### config.mk
export PLATFORM = sky130hd
export DESIGN_NAME = quadrature_decoder
export DESIGN_NICKNAME = d
export VERILOG_FILES = /design/src/rtl/quadrature_pkg.sv /design/src/rtl/quadrature_decoder_filter.sv /design/src/rtl/quadrature_decoder.sv
export SDC_FILE = /design/constraint.sdc
export NUM_CORES = 1
export LEC_CHECK = 0
export CAP_MARGIN = 20
export CORE_ASPECT_RATIO = 1.25
export CORE_MARGIN = 2
export CORE_UTILIZATION = 42
export DETAILED_ROUTE_END_ITERATION = 8
export DONT_BUFFER_PORTS = 1
export PLACE_DENSITY = 0.57
export REMOVE_ABC_BUFFERS = 1
export SLEW_MARGIN = 15
export SYNTH_ARGS = -nofsm -noshare
export SYNTH_HDL_FRONTEND = slang
export SYNTH_SLANG_ARGS = --single-unit
### constraint.sdc
create_clock -name clock -period 1.58 [get_ports clock]
set_clock_uncertainty 0.1 [all_clocks]
set_input_delay 0.316 -clock clock [delete_from_list [all_inputs] [get_ports clock]]
set_output_delay 0.316 -clock clock [all_outputs]
set_load 0.005 [all_outputs]
### src/rtl/quadrature_pkg.sv
// rtl/quadrature_pkg.sv - shared types and Gray-code step decoder for the quadrature decoder
package quadrature_pkg;

    typedef enum logic [1:0] {X1, X2, X4} decode_mode_t;
    typedef enum logic {S_SETTLE, S_RUN} qd_state_t;
    typedef enum logic [1:0] {STEP_NONE, STEP_FWD, STEP_REV, STEP_ILLEGAL} step_t;

    // Position of phase {a,b} along the forward cycle 00 -> 10 -> 11 -> 01.
    function automatic logic [1:0] phase_pos(input logic [1:0] ab);
        case (ab)
            2'b00:   return 2'd0;
            2'b10:   return 2'd1;
            2'b11:   return 2'd2;
            default: return 2'd3;
        endcase
    endfunction

    function automatic step_t decode_step(input logic [1:0] prev, input logic [1:0] curr);
        logic [1:0] delta;
        delta = phase_pos(curr) - phase_pos(prev);
        case (delta)
            2'd0:    return STEP_NONE;
            2'd1:    return STEP_FWD;
            2'd3:    return STEP_REV;
            default: return STEP_ILLEGAL;
        endcase
    endfunction

endpackage

### src/rtl/quadrature_decoder_filter.sv
// rtl/quadrature_decoder_filter.sv - per-channel synchroniser and persistence glitch filter
module glitch_filter #(
    parameter int SYNC_STAGES = 2,
    parameter int FILTER_LEN  = 4
) (
    input  logic clock,
    input  logic reset,
    input  logic i_raw,
    input  logic i_load,
    output logic o_sync,
    output logic o_filt
);

    localparam int CW = $clog2(FILTER_LEN + 1);

    logic [SYNC_STAGES-1:0] sync_q;
    logic [CW-1:0]          count;

    assign o_sync = sync_q[SYNC_STAGES-1];

    // A new level is accepted only after FILTER_LEN consecutive disagreeing cycles.
    always_ff @(posedge clock) begin
        if (reset) begin
            sync_q <= '0;
            count  <= '0;
            o_filt <= 1'b0;
        end else begin
            sync_q <= {sync_q[SYNC_STAGES-2:0], i_raw};
            if (i_load) begin
                o_filt <= o_sync;
                count  <= '0;
            end else if (o_sync != o_filt) begin
                if (count == CW'(FILTER_LEN - 1)) begin
                    o_filt <= o_sync;
                    count  <= '0;
                end else begin
                    count <= count + 1'b1;
                end
            end else begin
                count <= '0;
            end
        end
    end

endmodule

### src/rtl/quadrature_decoder.sv
// rtl/quadrature_decoder.sv - quadrature A/B decoder producing inc/dec/error strobes
module quadrature_decoder
    import quadrature_pkg::*;
#(
    parameter int           SYNC_STAGES = 2,
    parameter int           FILTER_LEN  = 4,
    parameter decode_mode_t MODE        = X4
) (
    input  logic clock,
    input  logic reset,
    input  logic i_a,
    input  logic i_b,
    input  logic i_enable,
    input  logic i_err_clr,
    output logic o_inc,
    output logic o_dec,
    output logic o_error,
    output logic o_error_sticky
);

    localparam int SW = $clog2(SYNC_STAGES + 1);

    qd_state_t   state, state_next;
    logic [SW-1:0] settle_count;
    logic        load;
    logic        sync_a, sync_b, filt_a, filt_b;
    logic [1:0]  filt_ab, prev_ab;
    step_t       step;
    logic        a_changed, inc_next, dec_next, err_next;

    glitch_filter #(.SYNC_STAGES(SYNC_STAGES), .FILTER_LEN(FILTER_LEN)) u_filter_a (
        .clock(clock), .reset(reset), .i_raw(i_a), .i_load(load), .o_sync(sync_a), .o_filt(filt_a)
    );

    glitch_filter #(.SYNC_STAGES(SYNC_STAGES), .FILTER_LEN(FILTER_LEN)) u_filter_b (
        .clock(clock), .reset(reset), .i_raw(i_b), .i_load(load), .o_sync(sync_b), .o_filt(filt_b)
    );

    assign filt_ab = {filt_a, filt_b};

    always_ff @(posedge clock) begin
        if (reset) state <= S_SETTLE;
        else       state <= state_next;
    end

    // The synchroniser output is only meaningful once SYNC_STAGES post-reset edges have filled it.
    always_comb begin
        state_next = state;
        load       = 1'b0;
        if (state == S_SETTLE && settle_count == SW'(SYNC_STAGES)) begin
            load       = 1'b1;
            state_next = S_RUN;
        end
    end

    always_comb begin
        step      = decode_step(prev_ab, filt_ab);
        a_changed = prev_ab[1] ^ filt_ab[1];
        inc_next  = 1'b0;
        dec_next  = 1'b0;
        err_next  = 1'b0;
        if (state == S_RUN && i_enable) begin
            case (step)
                STEP_FWD: begin
                    case (MODE)
                        X4:      inc_next = 1'b1;
                        X2:      inc_next = a_changed;
                        default: inc_next = (prev_ab == 2'b00) && (filt_ab == 2'b10);
                    endcase
                end
                STEP_REV: begin
                    case (MODE)
                        X4:      dec_next = 1'b1;
                        X2:      dec_next = a_changed;
                        default: dec_next = (prev_ab == 2'b10) && (filt_ab == 2'b00);
                    endcase
                end
                STEP_ILLEGAL: err_next = 1'b1;
                default: ;
            endcase
        end
    end

    always_ff @(posedge clock) begin
        if (reset) begin
            settle_count   <= '0;
            prev_ab        <= 2'b00;
            o_inc          <= 1'b0;
            o_dec          <= 1'b0;
            o_error        <= 1'b0;
            o_error_sticky <= 1'b0;
        end else begin
            if (state == S_SETTLE && !load) settle_count <= settle_count + 1'b1;
            prev_ab <= load ? {sync_a, sync_b} : filt_ab;
            o_inc   <= inc_next;
            o_dec   <= dec_next;
            o_error <= err_next;
            if (err_next)       o_error_sticky <= 1'b1;
            else if (i_err_clr) o_error_sticky <= 1'b0;
        end
    end

endmodule

==> results of run 1 <==
-- layout by cell type (no fill, tap or decap) --
cell type       n
o21ai_0         2
inv_1           6
clkbuf_4        3
dfxtp_2         2
a211oi_1        1
ha_1            4
clkbuf_1        1
dlygate4sd3_1   1
nor2b_1         4
nand3b_1        3
nor2b_4         1
nor2_1          9
nor3b_1         2
a21o_1          1
xor2_1          3
dfxtp_1        19
nor2_2          2
nand2b_1        1
ha_2            2
xnor2_1         4
or4_4           2
nor3_1          1
nand2_1         4
buf_4           1
a21oi_1         4
-- final cells by class --
cell class	count	area, sq um
multi-input combinational	50	358
sequential	21	423
timing repair buffer	2	17.5
fill	185	916
inverter	6	22.5
clock buffer	4	26.3
tap	19	23.8
-- state kept, by name, indices dropped and copies added (netlist names) --
register	flops
u_filter_a.sync_q	2
state	1
o_error	1
o_dec	1
u_filter_b.sync_q	2
settle_count	2
prev_ab	2
u_filter_b.o_filt	1
u_filter_a.count	3
u_filter_b.count	3
o_error_sticky	1
o_inc	1
u_filter_a.o_filt	1
-- per-stage QoR --
stage          hold WS [ns]  cell area, sq um
2_1_floorplan         0.285               791
3_3_place_gp          0.289               822
3_5_place_dp          0.289               822
4_1_cts              0.0321               858
5_1_grt              0.0342               871
6_report             0.0445               871
-- kinds of logic (layout without fill, tap and decap cells) --
family                   count (synthesis)  after routing  share of synthesized area [%]
AND/OR/NAND/NOR                         29             29                           20.7
flip-flops                              21             21                           52.4
AO/OA/AOI/OAI                            8              8                           5.62
buffers and inverters                    8             12                           4.21
XOR/XNOR                                 7              7                           7.64
adder cells (fa/ha/maj)                  6              6                           9.36
-- worst max-delay path, delay by kind of cell, from the launching register on --
family                     cells  cell delay [ns]
adders and majority gates      2             0.38
DFF                            1             0.34
and+or+nand+nor                2             0.65
-- layer usage --
metal	routed length [microns]	vias to the layer above	share of wire, %
li1	-	263	-
met1	515	215	45
met2	552	8	49
met3	51	2	4.5
met4	12	0	1.1
met5	0	-	0
-- where the power goes --
| part | switching (mW) | internal, mW |
|---|---|---|
| combinational | 0.102 | 0.0901 |
| clock | 0.152 | 0.0981 |
| sequential | 0.0301 | 0.576 |
-- timing repair --
action,in CTS,in global routing
endpoints found under the hold margin,11,0
hold buffers,1,0
setup endpoints to repair,0,6
gates resized for setup,0,6
-- final timing paths --
path / cells after the start / slack (ns) / end / from
max: 4 / 0.06 / u_filter_a.count[2] / u_filter_a.count[0]
min: 1 / 0.04 / u_filter_a.sync_q[0] / i_a
max reg2reg: 4 / 0.06 / u_filter_a.count[2] / u_filter_a.count[0]
min reg2reg: 1 / 0.31 / u_filter_a.count[0] / u_filter_a.count[0]
==> results by group, run 1 <==
Synthesis
  – Most frequent cells after synthesis: 21 x dfxtp_1, 11 x nor2_1, 6 x ha_1, 6 x inv_1
  – Synthesized area: 802 sq um
  – Post-synth top area cell: dfxtp_1
  – Post-synth EDFFs: 0
  – Top-count cell post-synth: dfxtp_1
  – Share of Yosys cell area claimed by the top area cell type: 52.4%
  – Post-Syn Area per Cell: 10.2 sq um
  – Ys async rst share: 0%
  – Seq/Total Area, Yosys: 52.4%
  – Ranking of synthesized cells by area: dfxtp_1 52%, ha_1 9.4%, nor2_1 5.1%
  – Mapped Cells: 79
  – Synth warn: 0
  – Synth Register Bits: 21
  – Top FF cell, synth: dfxtp_1
  – Synth cell types: 20

Clock network
  – Num Clock Sinks: 21
  – H-tree levels: 1
  – Clock buffer depth: 2
  – Root Driver: clkbuf_4
  – Worst-path clk slew: 0.11 ns
  – CTS tree: yes
  – # Post-CTS Setup Buffers: 0
  – CTS Buf Count: 3
  – Worst-Skew Late Latency: 0.29 ns

GRT
  – Initial antenna violation count: 0
  – GRT overflow: 0
  – Met3 usage in global routing: 3.07%
  – GR Util All Layers: 12.3%
  – Largest net degree at the start of global routing: 12
  – Met2 Use GR: 19.7%
  – First-pass GRT wire length: 2010 microns
  – Global route hottest layer: met2
  – Met1 Use GR: 14.6%
  – Vias in the first global route: 491

Final layout
  – Diode count: 0
  – Non-Filler Instances: 102
  – Layout area overhead: 8.58%
  – Final core occ: 48.7%
  – Fraction of layout cells with a size suffix above 1: 15.7%
  – # nets final: 96

Setup path
  – Critical Path RT: 1.72 ns
  – CP peak stage delay: 0.55 ns
  – WP data arrival: 1.66 ns
  – Crit path kind: reg -> reg
  – Kind of start point of the critical path: flop
  – Slowest stage cell, crit path: or4_4
  – Cell breakdown of the critical path: ha_1 > ha_2 > or4_4 > nor2_1
  – Crit path max fanout: 3
  – Setup crit end kind: flop

Placed design
  – Pre-CTS setup slack: 0.0753 ns
  – Final HPWL DP: 775 microns
  – Placed Cells: 97
  – Routability Congestion: 0.625
  – Buffers on Ports: 0

Timing
  – Relative slew slack: 73.0%
  – Period utilization: 96.5%
  – Final worst slack: 0.0552 ns
  – Post-route minimum period: 1.52 ns
  – Maximum clock rate: 656 MHz
  – Max-slew violations: 0
  – Final setup TNS: 0 ns
  – Final hold vios: 0
  – Setup violation total in the final timing report: 0
  – Worst slew pin tran: 0.404 ns

Floorplan
  – Die width: 43.1 microns
  – Starting density of the core: 44.9%
  – I/O pins: 10
  – Core ar.: 0.00179 sq mm
  – # rows: 17
  – Die Area: 0.00228 sq mm
  – DIE HEIGHT: 52.9 microns

Route
  – Via count: 488
  – Drt pass-1 iters: 2
  – # DRC: 0
  – Routed Wire Length: 1130 microns
  – Per-cell routed wire length: 11.1 microns
  – Detail Route Antenna Nets: 0
  – Number of DRC markers in iteration 0: 2
  – Vias per cell: 4.78

Hold path
  – Tightest Hold Check Type: in -> reg

Power and ir drop
  – Power Density: 1200 mW/mm^2
  – VDD IR max: 0.000739 V
  – Lkg Pwr: 0.355 nW
  – Power Total: 1.05 mW

Status
  – Status: completed

Run
  – Max cap viols: 0
Note: power is estimated with default switching activity, not from simulation.
==> inputs of run 2 (changes only) <==
CORE_UTILIZATION = 35   (was 42)
PLACE_DENSITY = 0.5   (was 0.57)
REMOVE_ABC_BUFFERS = unset   (was 1)
==> results by group, run 2 (synthesized netlist as in run 1, its figures left out) <==
Status
  – Status: completed (unchanged)

Clock network
  – Clock buffer depth: 2 (unchanged)
  – Worst-Skew Late Latency: 0.29 ns (about the same)
  – CTS Buf Count: 3 (unchanged)
  – Root Driver: clkbuf_4 (unchanged)
  – Num Clock Sinks: 21 (unchanged)
  – CTS tree: yes (unchanged)
  – H-tree levels: 1 (unchanged)
  – Worst-path clk slew: 0.11 ns (about the same)

Floorplan
  – Core ar.: 0.00219 sq mm (was 0.00179 sq mm)
  – Starting density of the core: 36.7% (was 44.9%)
  – # rows: 19 (was 17)
  – I/O pins: 10 (unchanged)
  – DIE HEIGHT: 57.5 microns (was 52.9 microns)
  – Die Area: 0.00269 sq mm (was 0.00228 sq mm)
  – Die width: 46.8 microns (was 43.1 microns)

Placed design
  – Routability Congestion: 0.695 (was 0.625)
  – Placed Cells: 109 (was 97)
  – Placed inst area: 837 sq um (was 822 sq um)
  – Buffers on Ports: 0 (unchanged)
  – Final HPWL DP: 768 microns (was 775 microns)
  – Pre-CTS setup slack: 0.0619 ns (was 0.0753 ns)

Setup path
  – Crit path kind: reg -> reg (unchanged)
  – Crit path max fanout: 6 (was 3)
  – Flop-to-flop setup slack: 0.06 ns (about the same)
  – Critical Path RT: 1.72 ns (about the same)
  – Reg-to-Reg Start: settle_count[0] (was u_filter_a.count[0])
  – Setup crit end kind: flop (unchanged)
  – Kind of start point of the critical path: flop (unchanged)
  – Worst r2r path cells: 5 (was 4)
  – WP data arrival: 1.65 ns (was 1.66 ns)
  – Crit. Startpoint: settle_count[0] (was u_filter_a.count[0])
  – Reg2reg end: u_filter_b.count[2] (was u_filter_a.count[2])

GRT
  – Vias in the first global route: 491 (unchanged)
  – GR Util All Layers: 10.6% (was 12.3%)
  – Largest net degree at the start of global routing: 12 (unchanged)
  – First-pass GRT wire length: 2010 microns (unchanged)
  – Initial antenna violation count: 0 (unchanged)
  – GRT overflow: 0 (unchanged)

Final layout
  – Fraction of layout cells with a size suffix above 1: 15.7% (unchanged)
  – Layout area overhead: 10.5% (was 8.58%)
  – Top Registers: u_filter_a.count x3, u_filter_b.count x3 (unchanged)
  – Diode count: 0 (unchanged)
  – Non-Filler Instances: 114 (was 102)
  – Final core occ: 40.5% (was 48.7%)
  – Commonest non-fill, non-tap cell in the layout: dfxtp_1 (unchanged)
  – Cell area after layout: 886 sq um (was 871 sq um)
  – Most frequent cells in the layout: 19 x dfxtp_1, 9 x nor2_1, 6 x inv_1 (unchanged)
  – # nets final: 96 (unchanged)

Power and ir drop
  – Lkg Pwr: 0.355 nW (unchanged)
  – Power Internal: 0.764 mW (about the same)
  – Comb power frac: 18.1% (was 18.4%)
  – Clk pwr share: 23.8% (about the same)
  – VDD IR max: 0.000643 V (was 0.000739 V)
  – Switching share of power: 26.8% (was 27.1%)
  – Power Density: 1180 mW/mm^2 (was 1200 mW/mm^2)
  – Sequential share of power: 58.1% (was 57.8%)
  – Power Total: 1.04 mW (was 1.05 mW)
  – NetSw: 0.280 mW (was 0.284 mW)

Route
  – Drt pass-1 iters: 2 (unchanged)
  – Number of DRC markers in iteration 0: 12 (was 2)
  – Routed Wire Length: 1110 microns (was 1130 microns)
  – Via count: 509 (was 488)
  – # DRC: 0 (unchanged)
  – Per-cell routed wire length: 9.73 microns (was 11.1 microns)
  – Detail Route Antenna Nets: 0 (unchanged)
  – Vias per cell: 4.46 (was 4.78)

Timing
  – Maximum clock rate: 659 MHz (was 656 MHz)
  – Final worst slack: 0.0633 ns (was 0.0552 ns)
  – RSZ-0062 raised after global routing: false
  – Setup violation total in the final timing report: 0 (unchanged)
  – Worst slew pin tran: 0.411 ns (was 0.404 ns)
  – Final setup TNS: 0 ns (unchanged)
  – WHS: 0.0453 ns (was 0.0445 ns)
  – Final hold vios: 0 (unchanged)
  – Post-route minimum period: 1.52 ns (about the same)
  – Period utilization: 96.0% (was 96.5%)
  – Max-slew violations: 0 (unchanged)
  – Relative slew slack: 72.5% (was 73.0%)

Run
  – Max cap viols: 0 (unchanged)

Hold path
  – Min-Delay Path Depth: 1 (unchanged)
  – Tightest Hold Check Type: in -> reg (unchanged)
  – Hold worst-path end: u_filter_a.sync_q[0] (unchanged)
  – Hold Path Origin: i_a (unchanged)

Synthesis
  – Syn nets: 91
run 2: what timing repair did:
action                                  4_1_cts  5_1_grt
setup buffers                                 0        0
endpoints found under the setup margin        0        5
endpoints found under the hold margin        11        0
hold buffers                                  1        0
resized for setup                             0        6
run 2: how the worst max path moves through the flow:
stage | end | slack (ns) | depth (start not counted)
final | u_filter_b.count[2] | 0.06 | 5
after floorplan | u_filter_a.count[0] | 0.14 | 4
after CTS | u_filter_a.count[0] | 0.03 | 4
after global placement | u_filter_b.count[0] | 0.07 | 4
after global routing | u_filter_b.count[0] | 0.007 | 5
after detailed placement | u_filter_a.count[0] | 0.06 | 4
run 2: power groups by stage:
stage          sequential, mW  combinational [mW]  clock [mW]
3_3_place_gp            0.616               0.184           0
2_1_floorplan           0.610               0.161           0
3_5_place_dp            0.617               0.181           0
4_1_cts                 0.604               0.189       0.265
6_report                0.607               0.189       0.248
5_1_grt                 0.613               0.224       0.290
run 2: layout make-up:
cell class,instances,area (sq um)
clock buffers,4,26.3
well taps,31,38.8
inverters,6,22.5
flip-flops and latches,21,423
repair buffers,2,17.5
multi-input cells,50,358
fillers,236,1300
run 2: critical path, cell delays in order, from the launching register on:
cell and delay (ns):
dfxtp_2 0.35, inv_1 0.04, ha_1 0.22, nor2b_4 0.15, or4_4 0.51, nor2_1 0.10
run 2: routing by layer:
metal | share of wire, % | global-route usage (%) | routed length, microns
met2 | 48 | 15.3 | 531
met3 | 4.2 | 2.22 | 47
met4 | 1.6 | 8.33 | 18
met5 | 0 | 0 | 0
met1 | 46 | 13.2 | 511
==> inputs of run 3 (changes only) <==
PLACE_DENSITY = unset   (was 0.5)
==> results by group, run 3 (synthesized netlist as in run 1, its figures left out) <==
Setup path
  – Critical Path RT: 1.72 ns (about the same)
  – WP buf/inv: 0 (was 1)
  – Slowest stage cell, crit path: or4_4 (unchanged)
  – Crit path max fanout: 3 (was 6)
  – Cell breakdown of the critical path: ha_1 > ha_2 > or4_4 > nor2_1 (was inv_1 > ha_1 > nor2b_4 > or4_4 > nor2_1)
  – Setup crit end kind: flop (unchanged)
  – Kind of start point of the critical path: flop (unchanged)
  – CP delay by family, top: simple AND/OR/NAND/NOR gates (unchanged)
  – CP peak stage delay: 0.53 ns (was 0.51 ns)
  – Crit path kind: reg -> reg (unchanged)
  – WP data arrival: 1.64 ns (was 1.65 ns)

GRT
  – Vias in the first global route: 457 (was 491)
  – Met3 usage in global routing: 2.85% (was 2.22%)
  – Met1 Use GR: 12.1% (was 13.2%)
  – First-pass GRT wire length: 1880 microns (was 2010 microns)
  – Largest net degree at the start of global routing: 12 (unchanged)
  – GR Util All Layers: 9.88% (was 10.6%)
  – Initial antenna violation count: 0 (unchanged)
  – GRT overflow: 0 (unchanged)
  – Global route hottest layer: met2 (unchanged)
  – Met2 Use GR: 14.3% (was 15.3%)

Timing
  – Relative slew slack: 75.8% (was 72.5%)
  – Worst slew pin tran: 0.362 ns (was 0.411 ns)
  – Setup violation total in the final timing report: 0 (unchanged)
  – RSZ-0062 raised after global routing: false (unchanged)
  – Maximum clock rate: 666 MHz (was 659 MHz)
  – Max-slew violations: 0 (unchanged)
  – Period utilization: 95.1% (was 96.0%)
  – Final worst slack: 0.0780 ns (was 0.0633 ns)
  – Final hold vios: 0 (unchanged)
  – Post-route minimum period: 1.50 ns (was 1.52 ns)
  – Final setup TNS: 0 ns (unchanged)

Power and ir drop
  – VDD IR max: 0.000867 V (was 0.000643 V)
  – Lkg Pwr: 0.359 nW (was 0.355 nW)
  – Power Density: 1190 mW/mm^2 (was 1180 mW/mm^2)

Final layout
  – Commonest non-fill, non-tap cell in the layout: dfxtp_1 (unchanged)
  – Layout area overhead: 11.7% (was 10.5%)
  – Fraction of layout cells with a size suffix above 1: 17.9% (was 15.7%)
  – Diode count: 0 (unchanged)
  – Most frequent cells in the layout: 19 x dfxtp_1, 9 x nor2_1, 6 x inv_1 (unchanged)
  – # nets final: 97 (was 96)
  – Top Registers: u_filter_a.count x3, u_filter_b.count x3 (unchanged)

Floorplan
  – # rows: 19 (unchanged)
  – DIE HEIGHT: 57.5 microns (unchanged)
  – Die width: 46.8 microns (unchanged)
  – Core ar.: 0.00219 sq mm (unchanged)
  – Die Area: 0.00269 sq mm (unchanged)
  – Starting density of the core: 36.7% (unchanged)
  – I/O pins: 10 (unchanged)

Clock network
  – Clock buffer depth: 2 (unchanged)
  – Root Driver: clkbuf_4 (unchanged)
  – Worst-Skew Late Latency: 0.30 ns (was 0.29 ns)
  – Worst-path clk slew: 0.11 ns (about the same)
  – CTS Buf Count: 3 (unchanged)
  – CTS tree: yes (unchanged)
  – H-tree levels: 1 (unchanged)
  – Num Clock Sinks: 21 (unchanged)

Route
  – # DRC: 0 (unchanged)
  – Detail Route Antenna Nets: 0 (unchanged)
  – Vias per cell: 4.32 (was 4.46)
  – Number of DRC markers in iteration 0: 11 (was 12)
  – Routed Wire Length: 1100 microns (was 1110 microns)
  – Drt pass-1 iters: 4 (was 2)
  – Per-cell routed wire length: 9.52 microns (was 9.73 microns)
  – Via count: 497 (was 509)

Placed design
  – Buffers on Ports: 0 (unchanged)
  – Routability Congestion: 0.707 (was 0.695)
  – Final HPWL DP: 785 microns (was 768 microns)
  – Pre-CTS setup slack: 0.0679 ns (was 0.0619 ns)

Run
  – Max cap viols: 0 (unchanged)

Synthesis
  – Syn nets: 91 (unchanged)

Status
  – Status: completed (unchanged)

Hold path
  – Tightest Hold Check Type: in -> reg (unchanged)
-- run 3: worst reg2reg max path: stages (launching register included) --
cell and delay [ns]:
dfxtp_2 0.34, ha_1 0.19, ha_2 0.18, or4_4 0.53, nor2_1 0.10
-- run 3: repair_timing --
| action | CTS | global route |
|---|---|---|
| hold buffers | 1 | 0 |
| gates resized for setup | 0 | 7 |
| setup endpoints to repair | 0 | 6 |
| endpoints found under the hold margin | 11 | 0 |
| buffers inserted | 0 | 1 |
-- run 3: cell type report --
class	count	area, sq um
repair buffers	3	25.0
flip-flops and latches	21	423
clock buffers	4	26.3
inverters	6	22.5
fillers	229	1290
well taps	31	38.8
multi-input cells	50	360
-- run 3: worst paths after layout --
check                           depth (start not counted)                    to  slack [ns]                 from
worst max-delay path                                    4   u_filter_b.count[0]        0.08  u_filter_b.count[0]
worst min-delay path                                    1  u_filter_b.sync_q[0]        0.04                  i_b
worst max register to register                          4   u_filter_b.count[0]        0.08  u_filter_b.count[0]
worst min register to register                          1   u_filter_b.count[0]        0.31  u_filter_b.count[0]
-- run 3: stage by stage --
step	instances	util [%]	instance area, sq um	hold WS, ns	power [mW]
2_1_floorplan	79	-	802	0.288	0.771
3_3_place_gp	109	38.3	837	0.289	0.796
3_5_place_dp	109	38.3	837	0.291	0.801
4_1_cts	114	39.9	873	0.0316	1.06
5_1_grt	115	41.0	896	0.0235	1.13
6_report	115	41.0	896	0.0397	1.06
-- run 3: power breakdown --
group	total [mW]	internal, mW	leakage, nW	switching (mW)
Sequential	0.605	0.576	0.172	0.0295
Clock	0.252	0.0984	0.0150	0.153
Combinational	0.207	0.105	0.172	0.102
Total	1.06	0.779	0.359	0.285
-- run 3: layer usage --
layer	vias up	wire, microns
met3	4	30
met2	7	500
met5	-	0
met1	223	526
met4	0	39
li1	263	-
